==> src/rtl/serial_eq_compare_ctrl_pkg.sv <==
`default_nettype none
// ============================================================================
// Module      : serial_eq_pkg
// Description : Shared types and constants for the serial nibble-wise
//               equality compare controller.
// Revision    : 1.0 - initial release
// ============================================================================
package serial_eq_pkg;

  // Width of one compare step (one nibble).
  localparam int NIBBLE_W = 4;

  // Controller states.
  typedef enum logic [1:0] {
    IDLE    = 2'd0,
    COMPARE = 2'd1,
    DONE    = 2'd2
  } state_e;

  // Width of the nibble index for a given operand width; never below 1 bit.
  function automatic int calc_idx_w(input int width);
    int nibbles;
    nibbles = width / NIBBLE_W;
    return (nibbles <= 1) ? 1 : $clog2(nibbles);
  endfunction

endpackage
`default_nettype wire

==> src/rtl/serial_eq_compare_ctrl_if.sv <==
`default_nettype none
// ============================================================================
// Module      : serial_eq_compare_ctrl_if
// Description : Requester-side start handshake, abort and result bundle.
//               master = requester, slave = compare controller.
// Revision    : 1.0 - initial release
// ============================================================================
interface serial_eq_compare_ctrl_if
  import serial_eq_pkg::*;
#(
  parameter int WIDTH = 16,
  parameter int IDX_W = calc_idx_w(WIDTH)
);
  logic             start_valid;
  logic             start_ready;
  logic [WIDTH-1:0] a;
  logic [WIDTH-1:0] b;
  logic             abort;
  logic             busy;
  logic             done;
  logic             equal;
  logic [IDX_W-1:0] mismatch_idx;

  modport master (
    output start_valid, a, b, abort,
    input  start_ready, busy, done, equal, mismatch_idx
  );

  modport slave (
    input  start_valid, a, b, abort,
    output start_ready, busy, done, equal, mismatch_idx
  );
endinterface
`default_nettype wire

==> src/rtl/serial_eq_compare_ctrl_nibble_eq4.sv <==
`default_nettype none
// ============================================================================
// Module      : nibble_eq4
// Description : 4-bit equality unit: four xnor gates feeding a 4-input and.
// Revision    : 1.0 - initial release
// ============================================================================
module nibble_eq4 (
  input  wire logic [3:0] a_i,
  input  wire logic [3:0] b_i,
  output logic            eq_o
);
  logic [3:0] w_bit_eq;

  // One xnor per bit position.
  for (genvar i = 0; i < 4; i++) begin : g_bit
    assign w_bit_eq[i] = ~(a_i[i] ^ b_i[i]);
  end

  assign eq_o = &w_bit_eq;
endmodule
`default_nettype wire

==> src/rtl/serial_eq_compare_ctrl.sv <==
`default_nettype none
// ============================================================================
// Module      : serial_eq_compare_ctrl
// Description : Compares two WIDTH-bit operands one nibble per clock (LSB
//               nibble first) through a single shared 4-bit comparator, stops
//               at the first differing nibble and pulses done with the result.
// Revision    : 1.0 - initial release
// ============================================================================
module serial_eq_compare_ctrl
  import serial_eq_pkg::*;
#(
  parameter int WIDTH = 16
) (
  input  wire logic              clk,
  input  wire logic              rst_n,
  serial_eq_compare_ctrl_if.slave bus
);
  localparam int NIBBLES = WIDTH / NIBBLE_W;
  localparam int IDX_W   = calc_idx_w(WIDTH);
  localparam logic [IDX_W-1:0] C_LAST_IDX = IDX_W'(NIBBLES - 1);

  state_e           state_q, state_d;
  logic [WIDTH-1:0] a_q, b_q;
  logic [IDX_W-1:0] idx_q, idx_d;
  logic             equal_q, equal_d;
  logic [IDX_W-1:0] mism_q, mism_d;
  logic             w_load;
  logic             w_eq;

  logic [NIBBLE_W-1:0] w_a_nib [NIBBLES];
  logic [NIBBLE_W-1:0] w_b_nib [NIBBLES];

  // Split the captured operands into nibbles for the step mux.
  for (genvar i = 0; i < NIBBLES; i++) begin : g_nib
    assign w_a_nib[i] = a_q[i*NIBBLE_W +: NIBBLE_W];
    assign w_b_nib[i] = b_q[i*NIBBLE_W +: NIBBLE_W];
  end

  nibble_eq4 u_eq (
    .a_i  (w_a_nib[idx_q]),
    .b_i  (w_b_nib[idx_q]),
    .eq_o (w_eq)
  );

  // Next-state, index and result decisions; abort has top priority in COMPARE.
  always_comb begin
    state_d = state_q;
    idx_d   = idx_q;
    equal_d = equal_q;
    mism_d  = mism_q;
    w_load  = 1'b0;
    case (state_q)
      IDLE: begin
        if (bus.start_valid) begin
          w_load  = 1'b1;
          idx_d   = '0;
          state_d = COMPARE;
        end
      end
      COMPARE: begin
        if (bus.abort) begin
          state_d = IDLE;
        end else if (!w_eq) begin
          equal_d = 1'b0;
          mism_d  = idx_q;
          state_d = DONE;
        end else if (idx_q == C_LAST_IDX) begin
          equal_d = 1'b1;
          mism_d  = '0;
          state_d = DONE;
        end else begin
          idx_d = idx_q + 1'b1;
        end
      end
      DONE: begin
        state_d = IDLE;
      end
      default: begin
        state_d = IDLE;
      end
    endcase
  end

  // FSM, nibble index and result registers.
  always_ff @(posedge clk or negedge rst_n) begin
    if (!rst_n) begin
      state_q <= IDLE;
      idx_q   <= '0;
      equal_q <= 1'b0;
      mism_q  <= '0;
    end else begin
      state_q <= state_d;
      idx_q   <= idx_d;
      equal_q <= equal_d;
      mism_q  <= mism_d;
    end
  end

  // Operand capture on accept so the requester may change a/b afterwards.
  always_ff @(posedge clk or negedge rst_n) begin
    if (!rst_n) begin
      a_q <= '0;
      b_q <= '0;
    end else if (w_load) begin
      a_q <= bus.a;
      b_q <= bus.b;
    end
  end

  assign bus.start_ready  = (state_q == IDLE);
  assign bus.busy         = (state_q != IDLE);
  assign bus.done         = (state_q == DONE);
  assign bus.equal        = equal_q;
  assign bus.mismatch_idx = mism_q;
endmodule
`default_nettype wire

==> src/flat_wrapper.sv <==
// flat-port wrapper written by rule: the top's interface ports become plain ports
module serial_eq_compare_ctrl_flat import serial_eq_pkg::*;
#(
  parameter int WIDTH = 16
)
  (clk, rst_n, bus_start_valid, bus_a, bus_b, bus_abort, bus_start_ready, bus_busy, bus_done, bus_equal, bus_mismatch_idx);
  serial_eq_compare_ctrl_if #(.WIDTH(WIDTH), .IDX_W((2))) bus_i ();
  input  wire logic clk;
  input  wire logic rst_n;
  input wire logic [$bits(bus_i.start_valid)-1:0] bus_start_valid;
  input wire logic [$bits(bus_i.a)-1:0] bus_a;
  input wire logic [$bits(bus_i.b)-1:0] bus_b;
  input wire logic [$bits(bus_i.abort)-1:0] bus_abort;
  output wire logic [$bits(bus_i.start_ready)-1:0] bus_start_ready;
  output wire logic [$bits(bus_i.busy)-1:0] bus_busy;
  output wire logic [$bits(bus_i.done)-1:0] bus_done;
  output wire logic [$bits(bus_i.equal)-1:0] bus_equal;
  output wire logic [$bits(bus_i.mismatch_idx)-1:0] bus_mismatch_idx;
  assign bus_i.start_valid = bus_start_valid;
  assign bus_i.a = bus_a;
  assign bus_i.b = bus_b;
  assign bus_i.abort = bus_abort;
  assign bus_start_ready = bus_i.start_ready;
  assign bus_busy = bus_i.busy;
  assign bus_done = bus_i.done;
  assign bus_equal = bus_i.equal;
  assign bus_mismatch_idx = bus_i.mismatch_idx;
  serial_eq_compare_ctrl #(.WIDTH(WIDTH)) u_core (.clk(clk), .rst_n(rst_n), .bus(bus_i));
endmodule
==> config.mk <==
export PLATFORM = sky130hd
export DESIGN_NAME = serial_eq_compare_ctrl_flat
export DESIGN_NICKNAME = d
export VERILOG_FILES = /design/src/rtl/serial_eq_compare_ctrl_pkg.sv /design/src/rtl/serial_eq_compare_ctrl_if.sv /design/src/rtl/serial_eq_compare_ctrl_nibble_eq4.sv /design/src/rtl/serial_eq_compare_ctrl.sv /design/src/flat_wrapper.sv
export SDC_FILE = /design/constraint.sdc
export NUM_CORES = 1
export LEC_CHECK = 0
export BUFFER_PORTS_ARGS = -buffer_cell sky130_fd_sc_hd__buf_2
export CAP_MARGIN = 10
export CELL_PAD_IN_SITES_DETAIL_PLACEMENT = 1
export CELL_PAD_IN_SITES_GLOBAL_PLACEMENT = 1
export CORE_ASPECT_RATIO = 0.6
export CORE_UTILIZATION = 45
export CTS_BUF_LIST = sky130_fd_sc_hd__clkbuf_2
export DETAILED_ROUTE_END_ITERATION = 12
export GPL_ROUTABILITY_DRIVEN = 0
export GPL_TIMING_DRIVEN = 0
export PLACE_DENSITY = 0.86
export SYNTH_ARGS = -nofsm -noshare
export SYNTH_HDL_FRONTEND = slang
export SYNTH_SLANG_ARGS = --single-unit
==> constraint.sdc <==
create_clock -name clk -period 2.9 [get_ports clk]
set_clock_uncertainty 0.05 [all_clocks]
set_input_delay 0.58 -clock clk [delete_from_list [all_inputs] [get_ports clk]]
set_output_delay 0.58 -clock clk [all_outputs]
set_load 0.1 [all_outputs]
* Yosys cells after proc, flatten, opt, wreduce, memory -nomap -nowiden *
Cells that the tools add are included.

operators by class
  magnitude comparators = 1
  add/subtract/negate cells = 1
  muxes and demuxes = 22
  reductions and logical operators = 7
  bitwise operators = 10
  equal/unequal tests = 9

operators with widths
  cell                                                       count
  2-to-1 mux 2 bit                                           10
  binary-select mux 4 bit (select 2 bit)                     2
  2-to-1 mux 4 bit                                           4
  != test 2 bit (second input constant)                      4
  one-hot mux 2 bit (2 select lines)                         2
  inverter 1 bit                                             5
  AND reduction 5 bit                                        1
  == test 2 bit (second input constant)                      2
  2-to-1 mux 1 bit                                           4
  != test 4 bit (second input constant)                      1
  AND reduction 4 bit                                        1
  nonzero test 2 bit                                         2
  XOR 1 bit                                                  4
  greater-or-equal comparator 3 bit (second input constant)  1
  inverter 2 -> 3 bit                                        1
  AND reduction 3 bit                                        1
  adder 2 x 1 -> 2 bit (second input constant)               1
  == test 2 x 1 -> 1 bit (second input constant)             1
  zero test 2 bit                                            1
  != test 2 x 1 -> 1 bit (second input constant)             1
  AND reduction 2 bit                                        1

storage, ports and cells
  bits in registers = 39
  output and inout bits = 6
  bits of input ports = 36

* Longest topological paths before layout *
  word-level depth = 10
  depth in mapped cells = 6

* Cells and area by module *
From an unflattened synthesis, not the netlist that was laid out.

second synthesis, totals
  cell total of the unflattened synthesis = 114
  area total of the unflattened synthesis = 1908.1 µm²

modules (own cells, without submodules)
  module                  times used  seq. area each (µm²)  area each (µm²)  cells an instance
  serial_eq_compare_ctrl  1           975.9                 1860.5           109
  nibble_eq4              1           0.0                   47.5             5

* Least setup slack after synthesis *
OpenSTA, ideal clock, no wires.

  kind = register -> output
  start point = register u_core.state_q[1]
  end point = output bus_busy
  slack = -359 ps
  cell stages (with the launch flop) = 3
  path buffers = 0
  arrival = 2629 ps
  required time = 2270 ps
  cells stage by stage = dfrtp_1 nor2_1 inv_1

on the way
  longest elaborated chain between the ends = 1

RTL lines
  element                 line                           source
  start, declared         serial_eq_compare_ctrl.sv:22   state_e state_q, state_d;
  start signal, assigned  serial_eq_compare_ctrl.sv:92   state_q <= state_d;
  nonzero test 2 bit      serial_eq_compare_ctrl.sv:111  assign bus.busy = (state_q != IDLE);
  end, declared           flat_wrapper.sv:15             output wire logic [$bits(bus_i.busy)-1:0] bus_busy;

No other way between the ends.

* Final worst setup path *
  start point = register u_core.state_q[0]
  end point = output bus_start_ready

on the way
  longest elaborated chain between the ends = 1

RTL lines
  element          line                           source
  zero test 2 bit  serial_eq_compare_ctrl.sv:110  assign bus.start_ready = (state_q == IDLE);
  end, declared    flat_wrapper.sv:14             output wire logic [$bits(bus_i.start_ready)-1:0] bus_start_ready;

No other way between the ends.

==> results.ini <==
[outcome]
outcome = finished, violations left
violations = DRC

[logic_synthesis]
yosysUniqueCellTypes = 32
synth_nets = 174
syn_area_per_cell_sq_um = 13.2
ys_seq_area_frac = 0.538
synthTopCellsByArea = dfrtp_1 54%, mux2_2 17%, xnor2_1 5.8%
syn-cell-area_sq_um = 1810
postSynthCellCount = 137
synthArstFlopShare = 1.00
synthTopCellsByCount = 39 x dfrtp_1, 27 x mux2_2, 12 x xnor2_1, 7 x nor2b_1, 6 x mux2_1
synth_flop_cell = dfrtp_1
synth_most_common_cell = dfrtp_1
ys_ff_latch = 39
yosys_warnings = 0
synth_edf_count = 0
yosys.area.top_type = dfrtp_1
synth_top_area_frac = 0.538

[timing]
final.min_clock_period_ns = 2.07
finalSetupTns_ns = 0
slew_violations = 0
worst_slack_ns = 0.827
fin_crit_sh = 0.715
holdWs_ns = 0.230
tightest_slew_ns = 0.883
setup_viol = 0
hold_viol_final = 0
relSlewSlack = 0.411
rsz0062_at_grt = no
max_freq_ghz = 0.482

[clock_network]
post_cts_buffers = 0
h-tree-depth = 2
cts_sinks = 39
cts_root_buf = clkbuf_2
numCtsBuffers = 5
clk_pin_slew_ns = 0.18
cts_tree = built
cts.repair.resized = 0
worst_skew_pair.late_latency_ns = 0.39
hold_buffers = 0
cts_max_path_buffers = 2

[critical_path]
end_kind = output pin
r2r_cells = 5
cp_data_required_time_ns = 2.27
critPathKind = flop to output pin
path_max_fanout = 5
crit_arrival_ns = 1.44
setup.worst_path.start_class = flop

[power_and_ir_drop]
power_density_nw_per_um2 = 1050
power_w = 0.00221
ir_drop_mv = 0.403
switchingPower_w = 0.000896
power_frac_comb = 0.461
p_leak_nw = 0.959
p_clk_frac = 0.100
p_int_w = 0.00131
p_seq_frac = 0.439
switching_share = 0.406

[cells_and_area]
stdcell_count = 231
fin_nets = 222
antenna_cells = 0
drive_gt1_frac = 0.462
area_delta_synth_final_pct = 16.3

[place]
dp_cells = 225
hpwlAfterDp_microns = 3130
preCtsSetupSlack_ns = 1.18
port-buffer-count = 41

[drt]
wl_per_cell_microns = 17.5
num_vias = 1215
drtAntennaViolNets = 0
wl_microns = 4050
drc = 6
drtIter0Drc = 84
via_per_inst = 5.26
dr.pass1.iters = 8

[die]
start_util = 0.482
core_area_sq_um = 3760
rows = 17
dieArea_sq_um = 4300
die_h_microns = 51.2
die_w_microns = 84.0
io_pins = 42

[min_path]
hold_path_class = primary input to asynchronous set/reset pin

[global_routing]
grt_overflow = 0
grt_pass1_wl_microns = 7010
grt_max_degree = 40
grt_pass1_vias = 1356
antenna_found_initial = 0
grt_usage = 0.226

[job]
cap_violations = 0

==> cells by family (layout without fill, tap and decap cells) <==
kind of cell	Yosys count	in the layout	synth area share
flip-flops	39	39	0.538
AND/OR/NAND/NOR	26	26	0.0876
XOR/XNOR	16	16	0.0772
AO/OA/AOI/OAI	14	14	0.0572
buffers and inverters	8	55	0.0283
multiplexers	33	33	0.205
adder cells (fa/ha/maj)	1	1	0.00690
==> power by group through the flow <==
stage	Combinational, W	Clock (W)	Sequential [W]
after detailed placement	0.00102	0	0.000987
after global routing	0.00110	0.000252	0.00100
after global placement	0.000975	0	0.000958
after CTS	0.00103	0.000228	0.000972
after floorplan	0.000801	0	0.000959
final	0.00102	0.000221	0.000970
==> critical path: stages (launching register included) <==
cell and delay (ns):
dfrtp_1 0.47, nor2_2 0.13, buf_2 0.45
==> cells in the final DEF (no fill, tap or decap) <==
cell       Yosys  layout
a21oi_1        3       3
a21oi_2        1       1
a221oi_1       1       1
a2bb2oi_2      1       1
a31o_1         1       1
and2_1         1       1
and2b_1        1       1
and3_1         1       1
buf_2          2      43
buf_4          3       3
buf_6          1       1
clkbuf_2       0       6
dfrtp_1       39      39
ha_1           1       1
inv_1          2       2
mux2_1         6       6
mux2_2        27      27
nand2_1        5       5
nand2b_1       1       1
nand4_1        4       4
nor2_1         2       1
nor2_2         0       1
nor2b_1        7       7
nor3_1         1       1
nor3b_1        1       1
nor4_2         2       2
o2111ai_1      1       1
o211ai_1       1       1
o21ai_0        2       2
o21ai_1        1       1
o21bai_1       1       1
o41ai_1        1       1
xnor2_1       12      12
xor2_1         4       4
==> sequential cells by signal, indices dropped and copies added, names as in the netlist <==
register,flops
u_core.state_q,2
u_core.bus.equal,1
u_core.idx_q,2
u_core.bus.mismatch_idx,2
u_core.a_q,16
u_core.b_q,16
==> area by class of cell <==
class	instances	area [sq um]
Fill cell	393	1650
Inverter	2	7.51
Clock buffer	6	30.0
Buffer	6	43.8
Multi-Input combinational cell	90	790
Timing Repair Buffer	41	205
Sequential cell	39	976
Tap cell	47	58.8
==> per-stage QoR <==
step	area (sq um)	utilization
4_1_cts	2110	0.561
2_1_floorplan	1820	-
3_5_place_dp	2080	0.553
6_report	2110	0.561
3_3_place_gp	2080	0.553
5_1_grt	2110	0.561
==> worst paths after layout <==
kind                                    from                         end  slack [ns]
setup / recovery           u_core.state_q[0]             bus_start_ready        0.83
hold / removal                         rst_n           u_core.state_q[0]        0.23
setup reg to reg               u_core.a_q[1]  u_core.bus.mismatch_idx[0]        1.12
hold reg to reg                u_core.a_q[3]               u_core.a_q[3]        0.49
max in group asynchronous              rst_n               u_core.b_q[4]        2.01
min in group clk                    bus_a[3]               u_core.a_q[3]        0.34
==> layer usage <==
metal / global-route usage / share of wire / wire (microns)
met3: 0.0549 / 0.055 / 221
met2: 0.383 / 0.50 / 2010
met1: 0.286 / 0.44 / 1780
met4: 0.0833 / 0.0089 / 36
met5: 0 / 0 / 0
Note: power is estimated with default switching activity, not from simulation.
